**src/rtl/alu_pkg.sv**
```systemverilog
// Shared op codes, FSM state type and helpers for the ALU arbiter.
package alu_pkg;

  localparam int unsigned OP_W = 4;

  localparam logic [OP_W-1:0] ALU_ADD = 4'b0000;
  localparam logic [OP_W-1:0] ALU_SUB = 4'b0001;
  localparam logic [OP_W-1:0] ALU_AND = 4'b0010;
  localparam logic [OP_W-1:0] ALU_OR  = 4'b0011;
  localparam logic [OP_W-1:0] ALU_XOR = 4'b0100;
  localparam logic [OP_W-1:0] ALU_SLT = 4'b0101;

  typedef enum logic [1:0] {
    IDLE = 2'd0,
    EXEC = 2'd1,
    RESP = 2'd2
  } arb_state_t;

  // True for op codes with a defined ALU meaning; others pass through untouched.
  function automatic logic op_is_known(input logic [OP_W-1:0] op);
    return (op == ALU_ADD) || (op == ALU_SUB) || (op == ALU_AND) ||
           (op == ALU_OR)  || (op == ALU_XOR) || (op == ALU_SLT);
  endfunction

endpackage

```
**src/rtl/rr_arbiter_2.sv**
```systemverilog
// Two-way round-robin grant: a lone requester wins, a tie goes to the one not granted last.
module rr_arbiter_2 (
  input  logic [1:0] valid_i,
  input  logic       last_grant_i,
  output logic [1:0] grant_o
);

  // One-hot or zero grant from current valids and the previous winner.
  always_comb begin
    grant_o    = 2'b00;
    grant_o[0] = valid_i[0] & (~valid_i[1] | last_grant_i);
    grant_o[1] = valid_i[1] & (~valid_i[0] | ~last_grant_i);
  end

endmodule

```
**src/rtl/alu_arbiter.sv**
```systemverilog
// Shares one combinational ALU between two requesters; one operation in flight,
// sequenced accept -> execute -> respond.
module alu_arbiter
  import alu_pkg::*;
#(
  parameter int unsigned WIDTH = 32
) (
  input  logic             clk,
  input  logic             rst,
  input  logic             r0_valid,
  output logic             r0_ready,
  input  logic [WIDTH-1:0] r0_a,
  input  logic [WIDTH-1:0] r0_b,
  input  logic [OP_W-1:0]  r0_op,
  output logic             r0_rsp_valid,
  input  logic             r0_rsp_ready,
  output logic [WIDTH-1:0] r0_result,
  output logic             r0_zero,
  input  logic             r1_valid,
  output logic             r1_ready,
  input  logic [WIDTH-1:0] r1_a,
  input  logic [WIDTH-1:0] r1_b,
  input  logic [OP_W-1:0]  r1_op,
  output logic             r1_rsp_valid,
  input  logic             r1_rsp_ready,
  output logic [WIDTH-1:0] r1_result,
  output logic             r1_zero,
  output logic [WIDTH-1:0] alu_in1,
  output logic [WIDTH-1:0] alu_in2,
  output logic [OP_W-1:0]  alu_op,
  input  logic [WIDTH-1:0] alu_out,
  input  logic             alu_zero
);

  arb_state_t       state_q, state_d;
  logic             owner_q, owner_d;
  logic             last_grant_q, last_grant_d;
  logic [WIDTH-1:0] a_q, a_d;
  logic [WIDTH-1:0] b_q, b_d;
  logic [OP_W-1:0]  op_q, op_d;
  logic [WIDTH-1:0] result_q, result_d;
  logic             zero_q, zero_d;
  logic [1:0]       grant;
  logic             accept_ok;
  logic             owner_rsp_ready;

  rr_arbiter_2 u_rr (
    .valid_i      ({r1_valid, r0_valid}),
    .last_grant_i (last_grant_q),
    .grant_o      (grant)
  );

  // Requests are only taken in IDLE, and never in a cycle that is being reset.
  assign accept_ok = (state_q == IDLE) && !rst;
  assign r0_ready  = accept_ok & grant[0];
  assign r1_ready  = accept_ok & grant[1];

  assign owner_rsp_ready = owner_q ? r1_rsp_ready : r0_rsp_ready;

  // Next-state and register updates for the accept/execute/respond sequence.
  always_comb begin
    state_d      = state_q;
    owner_d      = owner_q;
    last_grant_d = last_grant_q;
    a_d          = a_q;
    b_d          = b_q;
    op_d         = op_q;
    result_d     = result_q;
    zero_d       = zero_q;
    unique case (state_q)
      IDLE: begin
        if (r0_ready) begin
          a_d     = r0_a;
          b_d     = r0_b;
          op_d    = r0_op;
          owner_d = 1'b0;
          state_d = EXEC;
        end else if (r1_ready) begin
          a_d     = r1_a;
          b_d     = r1_b;
          op_d    = r1_op;
          owner_d = 1'b1;
          state_d = EXEC;
        end
      end
      EXEC: begin
        result_d = alu_out;
        zero_d   = alu_zero;
        state_d  = RESP;
      end
      RESP: begin
        if (owner_rsp_ready) begin
          last_grant_d = owner_q;
          state_d      = IDLE;
        end
      end
      default: state_d = IDLE;
    endcase
  end

  // State and datapath registers with synchronous reset.
  always_ff @(posedge clk) begin
    if (rst) begin
      state_q      <= IDLE;
      owner_q      <= 1'b0;
      last_grant_q <= 1'b1;
      a_q          <= '0;
      b_q          <= '0;
      op_q         <= ALU_ADD;
      result_q     <= '0;
      zero_q       <= 1'b0;
    end else begin
      state_q      <= state_d;
      owner_q      <= owner_d;
      last_grant_q <= last_grant_d;
      a_q          <= a_d;
      b_q          <= b_d;
      op_q         <= op_d;
      result_q     <= result_d;
      zero_q       <= zero_d;
    end
  end

  assign r0_rsp_valid = (state_q == RESP) && !owner_q;
  assign r1_rsp_valid = (state_q == RESP) &&  owner_q;
  assign r0_result    = result_q;
  assign r1_result    = result_q;
  assign r0_zero      = zero_q;
  assign r1_zero      = zero_q;
  assign alu_in1      = a_q;
  assign alu_in2      = b_q;
  assign alu_op       = op_q;

endmodule
```
**config.mk**
```make
export PLATFORM = sky130hd
export DESIGN_NAME = alu_arbiter
export DESIGN_NICKNAME = d
export VERILOG_FILES = /design/src/rtl/alu_pkg.sv /design/src/rtl/rr_arbiter_2.sv /design/src/rtl/alu_arbiter.sv
export SDC_FILE = /design/constraint.sdc
export NUM_CORES = 1
export LEC_CHECK = 0
export ABC_AREA = 1
export BUFFER_PORTS_ARGS = -buffer_cell sky130_fd_sc_hd__buf_4
export CORE_UTILIZATION = 35
export CTS_CLUSTER_DIAMETER = 60
export DETAILED_ROUTE_END_ITERATION = 8
export PLACE_DENSITY = 0.63
export SLEW_MARGIN = 20
export SYNTH_ARGS = -nofsm -noshare
export SYNTH_HDL_FRONTEND = slang
export SYNTH_SLANG_ARGS = --single-unit
```
**constraint.sdc**
```tcl
create_clock -name clk -period 1.56 [get_ports clk]
set_input_delay 0.156 -clock clk [delete_from_list [all_inputs] [get_ports clk]]
set_output_delay 0.156 -clock clk [all_outputs]
set_load 0.05 [all_outputs]
```
==> impl_metrics.csv <==
group,metric,value,unit
status,outcome,"completed",
cts,cts.clk_slew.worst_paths,0.07,ns
yosys,synth_cells,868,
cts,cts_max_level,3,
sta,timing.fmax,668.1,MHz
yosys,synth_area_per_cell,6.379,µm²
cts,numCtsBuffers,9,
yosys,synthArstFlopShare,0,%
global_route,track_usage,20.00,%
placed_design,dp_cells,1318,
floorplan,coreArea,0.01531,mm²
sta,finalWorstSetupSlack,0.06325,ns
critical_path,worst_path_max_delay_cell,"dfxtp_2",
yosys,synth_top_area_cell,"dfxtp_1",
critical_path,worstPathArrival,1.34,ns
floorplan,initial_core_util,36.15,%
critical_path,r2r-end,"alu_in2[22]",
yosys,synthesis.area,0.005537,mm²
drt,drcViolationCount,0,
drt,postRouteAntennaNets,0,
critical_path,cp_data_required_time,1.40,ns
critical_path,slowest_delay,0.33,ns
floorplan,fp.dieArea,0.01633,mm²
critical_path,crit_chain,"inv_2 > nand2_2 > nor2_4 > nand2_4 > inv_2 > buf_6",
sta,hold_violations,0,
pwr,p_leak,0.004669,µW
floorplan,std_cell_rows,45,
yosys,synth_edf_count,0,
yosys,synth-warning-count,0,
min_path,min_path_type,"input port to register",
drt,dr.pass1.iters,5,
layout,fillers,1594,
layout,drive_gt1_share,32.65,%
global_route,first_global_vias,5116,
layout,final_cells,1341,
sta,worstMarginPinSlew,0.5924,ns
yosys,synth_top_flop_cell,"dfxtp_1",
cts,clockBufferDepth,2,
global_route,grt_pass1_wl,25630,µm
sta,relSlewSlack,60.45,%
drt,routed_wl,17130,µm
critical_path,critPathBufInv,3,
drt,drtIter0Drc,255,
yosys,synth_top_cell_area_share,37.97,%
floorplan,dieHeight,127.8,µm
floorplan,ios,313,
sta,finClkSkew,0.01047,ns
critical_path,crit_top_cell,"inv_2",
critical_path,worstSetupPathType,"register to output port",
yosys,synthTopCellsByCount,"274 x nor2_1, 214 x nand2_1, 105 x dfxtp_1, 73 x inv_1, 68 x nand3b_1",
pwr,power,8766,µW
yosys,ys_seq_elements,105,
critical_path,critPathLaunchType,"register",
placed_design,dpl_worst_slack,0.1039,ns
cts,cts_tree,"built",
pwr,ir_drop,0.0006445,V
sta,timing.final.crit_share,95.95,%
drt,wl_per_cell,12.78,µm
layout,area_growth,49.79,%
layout,diodes,0,
global_route,grt_max_degree,104,
yosys,ys_types,19,
yosys,synth.most_common_cell,"nor2_1",
min_path,min_from,"rst",
placed_design,dp.final_hpwl,11960,µm
global_route,antenna_found_initial,0,
critical_path,cp_max_fo,5,
critical_path,cp_top_family,"simple AND/OR/NAND/NOR gates",
cts,cts_sinks,105,
placed_design,io_buffers,312,
job,maxCapViolations,0,
min_path,whs_path_depth,2,
floorplan,die_w,127.8,µm
sta,min_period,1.497,ns
global_route,grt.overflow.total,0,
cts,clk_latency,0.35,ns
min_path,holdPathEnd,"state_q[1]",
yosys,synthTopCellsByArea,"dfxtp_1 38%, nor2_1 19%, nand2_1 15%",
critical_path,rr_startpoint,"state_q[0]",
yosys,synth-seq-area-share,37.97,%
placed_design,gp_congestion,0.7920,
placed_design,dpl_cell_area,0.007806,mm²
critical_path,reg2reg_slack,0.08,ns
drt,viasPerCell,4.339,
yosys,syn_nets,1043,
drt,dr_total_vias,5819,
cts,cts_root_buf,"clkbuf_16",
pwr,pwr_density_cell,1057,mW/mm²
sta,finalSetupViolCount,0,
layout,fin_nets,1301,
layout,final_area,0.008293,mm²
sta,drv_slew,0,
critical_path,worst-r2r-cell-count,10,
critical_path,cp-end-kind,"output port",
[through the flow]
step / hold slack (ns) / util, % / setup TNS [ns]
2_1_floorplan: 0.2251 / - / 0
3_3_place_gp: 0.3643 / 50.97 / 0
4_1_cts: 0.008740 / 53.04 / 0
6_report: 0.01466 / 54.15 / 0
5_1_grt: 0.009973 / 54.15 / -0.003075
3_5_place_dp: 0.3677 / 50.97 / 0
[area by class of cell]
| class | instances | area (µm²) | share of cell area, % |
|---|---|---|---|
| sequential | 105 | 2105 | 25.38 |
| inverter | 78 | 292.8 | 3.530 |
| clock buffer | 9 | 225.2 | 2.716 |
| multi-input combinational | 599 | 2623 | 31.62 |
| tap | 211 | 264.0 | 3.183 |
| clock inverter | 6 | 58.81 | 0.7091 |
| timing repair buffer | 333 | 2725 | 32.86 |
[state kept, by name, summed over array words and instances, names as in the netlist]
name	count
last_grant_q	1
r0_result	32
alu_in1	32
alu_op	4
alu_in2	32
owner_q	1
r0_zero	1
state_q	2
[what timing repair did]
item	CTS	global route
pin swaps	1	6
buffers inserted	3	1
gates cloned	0	4
resized for setup	2	21
setup endpoints to repair	2	21
hold buffers	0	0
[worst max-delay path by stage]
stage,slack [ns],endpoint,start,depth (start not counted)
global placement,0.11,alu_in2[22],state_q[0],9
detailed placement,0.10,alu_in1[22],state_q[0],9
floorplan,0.07,last_grant_q,state_q[1],6
finish,0.06,r1_ready,state_q[0],6
CTS,0.01,r1_ready,state_q[0],6
global route,-0.002,alu_in1[18],state_q[0],10
[worst register-to-register path, delay by kind of cell (launching register included)]
kind                   cells  cell delay, ns
buffers and inverters      3            0.38
DFF                        1            0.33
and+or+nand+nor            7            0.67
[routing by layer]
metal | wire [µm] | track usage [%] | up-vias
met5 | 0 | 0 | -
met2 | 8491 | 35.26 | 211
li1 | - | - | 3087
met4 | 221 | 4.983 | 0
met1 | 6944 | 22.68 | 2509
met3 | 1476 | 7.513 | 12
[power by group]
part           switching (µW)  total (µW)  internal [µW]
combinational            2170        3380           1220
clock                    1020        2250           1230
sequential                166        3130           2970
total                    3350        8770           5420
[layout by cell type (no fill, tap or decap), types with 2 or more instances in the layout]
cell and n:
dfxtp_2 2, clkbuf_16 13, nand2_2 4, nand3_1 3, nand2_1 209, o21ai_0 33
clkinv_2 4, a21oi_1 2, buf_6 4, nand3b_1 68, inv_1 71, buf_12 9
dfxtp_1 103, nor2_1 270, nor2_2 4, buf_4 314, inv_2 7
[cell families after synthesis]
| logic type | share of synthesized area (%) |
|---|---|
| and+or+nand+nor | 42.80 |
| AOI/OAI and AO/OA | 3.593 |
| DFF | 37.97 |
| buffers and inverters | 15.64 |
Power figures use the tool's default switching activity.
